### src/rtl/control_sequencer.sv
// Hardwired control unit for the datapath: fetch in T0-T2, then decode IR and
// run the execute states T3-T6. All strobes are Moore decodes of r_state.
module control_sequencer #(
    parameter int MEM_WAIT_MAX = 255
) (
    input  logic        Clock,
    input  logic        clear,
    input  logic [31:0] ir,
    input  logic        mem_ready,
    output logic        Read,
    output logic        MDRin,
    output logic        MARin,
    output logic        IRin,
    output logic        PCin,
    output logic        IncPC,
    output logic        PCout,
    output logic        MDRout,
    output logic        Zhighout,
    output logic        Zlowout,
    output logic        Yin,
    output logic        Zin,
    output logic        HIin,
    output logic        LOin,
    output logic [15:0] Rin,
    output logic [15:0] Rout,
    output logic [4:0]  opcode,
    output logic        run,
    output logic        illegal,
    output logic        mem_err
);

    typedef enum logic [3:0] {
        ST_RESET,
        ST_T0,
        ST_T1,
        ST_T2,
        ST_T3,
        ST_T4,
        ST_T5,
        ST_T6,
        ST_HALT
    } state_t;

    localparam logic [4:0] OP_ALU_LO = 5'b00011;
    localparam logic [4:0] OP_ALU_HI = 5'b01011;
    localparam logic [4:0] OP_MUL    = 5'b01111;
    localparam logic [4:0] OP_DIV    = 5'b10000;
    localparam logic [4:0] OP_NEG    = 5'b10001;
    localparam logic [4:0] OP_NOT    = 5'b10010;
    localparam logic [4:0] OP_NOP    = 5'b11010;
    localparam logic [4:0] OP_HALT   = 5'b11011;

    // Last waiting cycle index; T1 waits at most MEM_WAIT_MAX cycles.
    localparam logic [9:0] WAIT_LAST = 10'(MEM_WAIT_MAX - 1);

    state_t      r_state;
    state_t      w_next_state;
    logic [9:0]  r_wait_cnt;
    logic        r_mem_err;

    logic [4:0]  w_op;
    logic [15:0] w_ra_hot;
    logic [15:0] w_rb_hot;
    logic [15:0] w_rc_hot;
    logic        w_is_alu;
    logic        w_is_muldiv;
    logic        w_is_unary;
    logic        w_is_nop;
    logic        w_is_halt;
    logic        w_timeout;
    logic        w_unused_ir;

    assign w_op        = ir[31:27];
    assign w_ra_hot    = 16'h0001 << ir[26:23];
    assign w_rb_hot    = 16'h0001 << ir[22:19];
    assign w_rc_hot    = 16'h0001 << ir[18:15];
    assign w_is_alu    = (w_op >= OP_ALU_LO) && (w_op <= OP_ALU_HI);
    assign w_is_muldiv = (w_op == OP_MUL) || (w_op == OP_DIV);
    assign w_is_unary  = (w_op == OP_NEG) || (w_op == OP_NOT);
    assign w_is_nop    = (w_op == OP_NOP);
    assign w_is_halt   = (w_op == OP_HALT);
    assign w_timeout   = (r_state == ST_T1) && !mem_ready && (r_wait_cnt == WAIT_LAST);
    assign w_unused_ir = ^ir[14:0];

    always_ff @(posedge Clock) begin
        // NOTE: non-blocking assignments so every register samples pre-edge values.
        if (clear) begin
            r_state    <= ST_RESET;
            r_wait_cnt <= '0;
            r_mem_err  <= 1'b0;
        end else begin
            r_state <= w_next_state;
            if ((r_state == ST_T1) && !mem_ready) begin
                r_wait_cnt <= r_wait_cnt + 10'd1;
            end else begin
                r_wait_cnt <= '0;
            end
            if (w_timeout) begin
                r_mem_err <= 1'b1;
            end
        end
    end

    always_comb begin
        // NOTE: every output and the next state get a default first, so no path infers a latch.
        w_next_state = r_state;
        Read     = 1'b0;
        MDRin    = 1'b0;
        MARin    = 1'b0;
        IRin     = 1'b0;
        PCin     = 1'b0;
        IncPC    = 1'b0;
        PCout    = 1'b0;
        MDRout   = 1'b0;
        Zhighout = 1'b0;
        Zlowout  = 1'b0;
        Yin      = 1'b0;
        Zin      = 1'b0;
        HIin     = 1'b0;
        LOin     = 1'b0;
        Rin      = '0;
        Rout     = '0;
        opcode   = '0;
        illegal  = 1'b0;
        run      = (r_state != ST_RESET) && (r_state != ST_HALT);
        mem_err  = r_mem_err;

        case (r_state)
            ST_RESET: w_next_state = ST_T0;
            ST_T0: begin
                PCout = 1'b1;
                MARin = 1'b1;
                IncPC = 1'b1;
                Zin   = 1'b1;
                w_next_state = ST_T1;
            end
            ST_T1: begin
                Zlowout = 1'b1;
                PCin    = 1'b1;
                Read    = 1'b1;
                MDRin   = 1'b1;
                if (mem_ready) begin
                    w_next_state = ST_T2;
                end else if (w_timeout) begin
                    w_next_state = ST_HALT;
                end
            end
            ST_T2: begin
                MDRout = 1'b1;
                IRin   = 1'b1;
                w_next_state = ST_T3;
            end
            ST_T3: begin
                w_next_state = ST_T0;
                if (w_is_alu) begin
                    Rout = w_rb_hot;
                    Yin  = 1'b1;
                    w_next_state = ST_T4;
                end else if (w_is_muldiv) begin
                    Rout = w_ra_hot;
                    Yin  = 1'b1;
                    w_next_state = ST_T4;
                end else if (w_is_unary) begin
                    Rout   = w_rb_hot;
                    opcode = w_op;
                    Zin    = 1'b1;
                    w_next_state = ST_T4;
                end else if (w_is_halt) begin
                    w_next_state = ST_HALT;
                end else if (!w_is_nop) begin
                    illegal = 1'b1;
                end
            end
            ST_T4: begin
                w_next_state = ST_T0;
                if (w_is_alu) begin
                    Rout   = w_rc_hot;
                    opcode = w_op;
                    Zin    = 1'b1;
                    w_next_state = ST_T5;
                end else if (w_is_muldiv) begin
                    Rout   = w_rb_hot;
                    opcode = w_op;
                    Zin    = 1'b1;
                    w_next_state = ST_T5;
                end else if (w_is_unary) begin
                    Zlowout = 1'b1;
                    Rin     = w_ra_hot;
                end
            end
            ST_T5: begin
                w_next_state = ST_T0;
                if (w_is_alu) begin
                    Zlowout = 1'b1;
                    Rin     = w_ra_hot;
                end else if (w_is_muldiv) begin
                    Zlowout = 1'b1;
                    LOin    = 1'b1;
                    w_next_state = ST_T6;
                end
            end
            ST_T6: begin
                w_next_state = ST_T0;
                if (w_is_muldiv) begin
                    Zhighout = 1'b1;
                    HIin     = 1'b1;
                end
            end
            ST_HALT: w_next_state = ST_HALT;
            default: w_next_state = ST_RESET;
        endcase
    end

endmodule

### config.mk
export PLATFORM = sky130hd
export DESIGN_NAME = control_sequencer
export DESIGN_NICKNAME = d
export VERILOG_FILES = /design/src/rtl/control_sequencer.sv
export SDC_FILE = /design/constraint.sdc
export NUM_CORES = 1
export LEC_CHECK = 0
export CAP_MARGIN = 30
export CORE_MARGIN = 2
export CORE_UTILIZATION = 25
export DETAILED_ROUTE_END_ITERATION = 8
export DONT_BUFFER_PORTS = 1
export GPL_ROUTABILITY_DRIVEN = 1
export PLACE_DENSITY = 0.36
export SYNTH_ARGS = -nofsm -noshare
export SYNTH_HDL_FRONTEND = slang
export SYNTH_SLANG_ARGS = --single-unit
### constraint.sdc
create_clock -name Clock -period 2.77 [get_ports Clock]
set_input_delay 0.4155 -clock Clock [delete_from_list [all_inputs] [get_ports Clock]]
set_output_delay 0.4155 -clock Clock [all_outputs]
set_load 0.1 [all_outputs]
==> summary.md <==
| Metric | Value |
|---|---|
| Met3 Usage GRT | `about 2.7%` |
| Startpoint Class | `flip-flop` |
| Post-synth top cells | `nor2_1 (44), nand2_1 (23), clkbuf_1 (17), nor3_1 (17), dfxtp_1 (15)` |
| Fmax | `0.3764 GHz` |
| Yosys warns | `0` |
| Syn Nets | `324` |
| Row count | `31` |
| Setup CP Type | `reg -> out` |
| Share of the synthesized area in the top cell type | `roughly 16%` |
| Via count | `between 2k and 2.5k` |
| Largest net degree at the start of global routing | `18` |
| Reg2Reg Depth | `6` |
| Count of unique library cells instantiated by Yosys | `54` |
| Clk buf depth | `2` |
| CTS Root Cell | `clkbuf_8` |
| Met2 usage | `roughly 27%` |
| Share of layout cells above drive strength 1 | `37.15%` |
| Diodes inserted | `0` |
| Combinational family with the most area after synthesis | `simple AND/OR/NAND/NOR gates` |
| Worst Setup End Kind | `output port` |
| Most frequent cell after synthesis | `nor2_1` |
| Syn Inst Count | `approximately 290` |
| TritonCTS Buffers | `3` |
| Slew headroom | `around a third` |
| Final Cell Area | `~3300 um^2` |
| Final Slew Violations | `0` |
| Drt via density | `about 5.3` |
| Vias in the first global route | `about 2.2k` |
| Seq/Total Area, Yosys | `about 16%` |
| Die ar. | `between 8000 and 9000 um^2` |
| Final Hold Vio Count | `0` |
| Ports | `89` |
| Clk_lat worst skew | `roughly 0.24 ns` |
| Routed len/inst | `~16 um` |
| Initial Util | `roughly a quarter` |
| Hold Path Class | `in -> reg` |
| Antenna-violating nets left | `0` |
| Hold EP | `r_state[1]$_SDFFE_PP0P_` |
| Global Route Usage Sum | `16.14%` |
| Setup Viol. Count Final | `0` |
| Area Growth Syn to Fin | `75.08%` |
| Top cells by area, synth | `dfxtp_1 (16%), nor2_1 (8.8%), nand2_1 (4.6%), nor3_1 (4.6%), nand2b_1 (4.4%)` |
| Routability congestion estimate | `slightly below 0.9` |
| Worst vdd ir | `between 0.5 and 0.6 mV` |
| DIE HEIGHT | `approximately 90 um` |
| DPL Wire Length | `between 5000 and 6000 um` |
| # DRC | `0` |
| Hold Path Stages | `1` |
| Placed cell areas | `between 3000 and 4000 um^2` |
| Status | `finished, final reports clean` |
| # port buffers | `0` |
| Tmin final | `2.657 ns` |
| Clk slew on worst S/H paths | `approximately 0.05 ns` |
| Xor-xnor portion of the synthesized cell area | `4.220%` |
| Number of synthesized flops with an enable pin | `0` |
| Post-synth top flop | `dfxtp_1` |
| Post-synthesis adder-cell area fraction | `under 10%` |
| Setup WS pre-CTS | `between 0.2 and 0.25 ns` |
| Ys async rst share | `0%` |
| Worst Path Required | `2.35 ns` |
| Final WS setup | `about 0.11 ns` |
| Final net count | `361` |
| Initial antenna violation count | `0` |
| CTS tree | `built` |
| Max Fanout on Critical Path | `10` |
| R2r startpoint | `r_state[1]$_SDFFE_PP0P_` |
| Pwr dens | `approximately 330 nW/um^2` |
| H-tree depth | `1` |
| Mapped Area | `between 1500 and 2000 um^2` |
| CP Launch Point | `r_state[3]$_SDFFE_PP0P_` |
| Clock Skews | `~0.0017 ns` |
| FF+latch count, synth | `15` |
| Postcts setup bufs | `0` |
| Largest area contributor in the netlist | `dfxtp_1` |
| FF-to-FF setup slack | `~1.1 ns` |
| Crit path DAT | `roughly 2.2 ns` |
| Synth Area in Compound Gates | `between 20 and 30%` |
| Drt first pass iters | `4` |
| Post-cts hold buffer count | `0` |
| RSZ-0062 raised after global routing | `no` |
| Pin slew with the least headroom to its limit | `approximately 0.98 ns` |
| Die Wd | `approximately 90 um` |
| Routed WL | `6670 um` |
| Filler cells | `between 700 and 800` |
| Iter 0 DRT Violations | `96` |
| Synthesized area per cell | `6.509 um^2` |
| Post-CTS Resized | `0` |
| Synth Area in Simple Gates | `between 40% and 50%` |
| P_leak | `around 1.0 nW` |
| Max-cap violations | `0` |
| Hold path startpoint | `clear` |
| Post-synthesis mux area share | `0%` |
| CTS sink count | `15` |
| GRT overflow | `0` |
| Gr busiest metal | `met2` |
| Core Region | `7253 um^2` |
| M1 GR Usage | `between 20 and 25%` |
| Reg2reg end | `mem_err$_SDFFE_PP0P_` |
| Period utilisation layout | `approximately 96%` |
| First-pass GRT wire length | `11060 um` |
-- state kept, by name (all words and copies together), names as in the netlist --
register    flops
r_state         4
mem_err         1
r_wait_cnt     10
-- routing by layer --
| layer | vias up | share of wire, % |
|---|---|---|
| met2 | 75 | 49 |
| li1 | 1116 | - |
| met1 | 1038 | 44 |
| met5 | - | 0 |
| met3 | 10 | 5.8 |
| met4 | 0 | 1.5 |
-- worst max-delay path: stages (launching register included) --
cell	delay (ns)
dfxtp_1	0.30
nand2b_4	0.20
or3_1	0.43
or4_4	0.56
o221ai_2	0.29
buf_12	0.22
-- layout by cell type (no fill, tap or decap), drive strengths merged, types with 2 or more instances in the layout --
master	count
inv	8
nand2b	14
a31oi	9
a21o	2
buf	62
ha	2
o22ai	11
a41oi	3
and3	4
or3	8
nand4	3
nor2b	9
nand2	23
a311o	2
nand3	13
o221ai	5
o21ai	8
dfxtp	15
xor2	6
nand4b	2
nor3	17
nor2	44
clkbuf	4
o21a	2
a21oi	11
o211ai	3
a2bb2oi	2
nor3b	3
xnor2	3
or4	3
nor4	2
a32oi	3
a22oi	3
-- worst max path at each step --
stage                   end  slack (ns)  cells after the start
floorplan           Rout[1]       -0.79                      8
global placement    Rin[13]        0.21                      6
detailed placement  Rin[13]        0.21                      6
CTS                 Rout[6]        0.09                      6
global route        Rout[0]        0.02                      6
finish              Rout[5]        0.11                      5
-- stage by stage --
step / util, % / std cells / setup TNS (ns) / hold slack, ns / total power, W
final: 45.09 / 422 / 0 / 0.2419 / 0.001065
after global routing: 45.09 / 422 / 0 / 0.2335 / 0.001114
after CTS: 45.02 / 422 / 0 / 0.2386 / 0.001073
after detailed placement: 44.40 / 418 / 0 / 0.4633 / 0.0008997
after global placement: 44.40 / 418 / 0 / 0.4588 / 0.0009012
after floorplan: - / 287 / -8.243 / 0.4372 / 0.0007815
-- layout make-up --
class / instances / area [um^2] / share of cell area [%]
multi-input cells: 234 / 1750 / 53.52
repair buffers: 62 / 1021 / 31.22
flip-flops and latches: 15 / 300.3 / 9.181
well taps: 99 / 123.9 / 3.787
clock buffers: 4 / 45.04 / 1.377
inverters: 8 / 30.03 / 0.9181
-- logic make-up after synthesis --
family,count (synthesis)
and+or+nand+nor,149
xor gates and xnor gates,9
adders and majority gates,2
buffers and inverters,38
DFF,15
AOI/OAI and AO/OA,74
-- report_power, final --
part	switching, W	internal (W)
sequential	0.0000167	0.000227
combinational	0.000477	0.000174
clock	0.0000684	0.000102
total	0.000563	0.000502
Note: power is estimated with default switching activity, not from simulation.
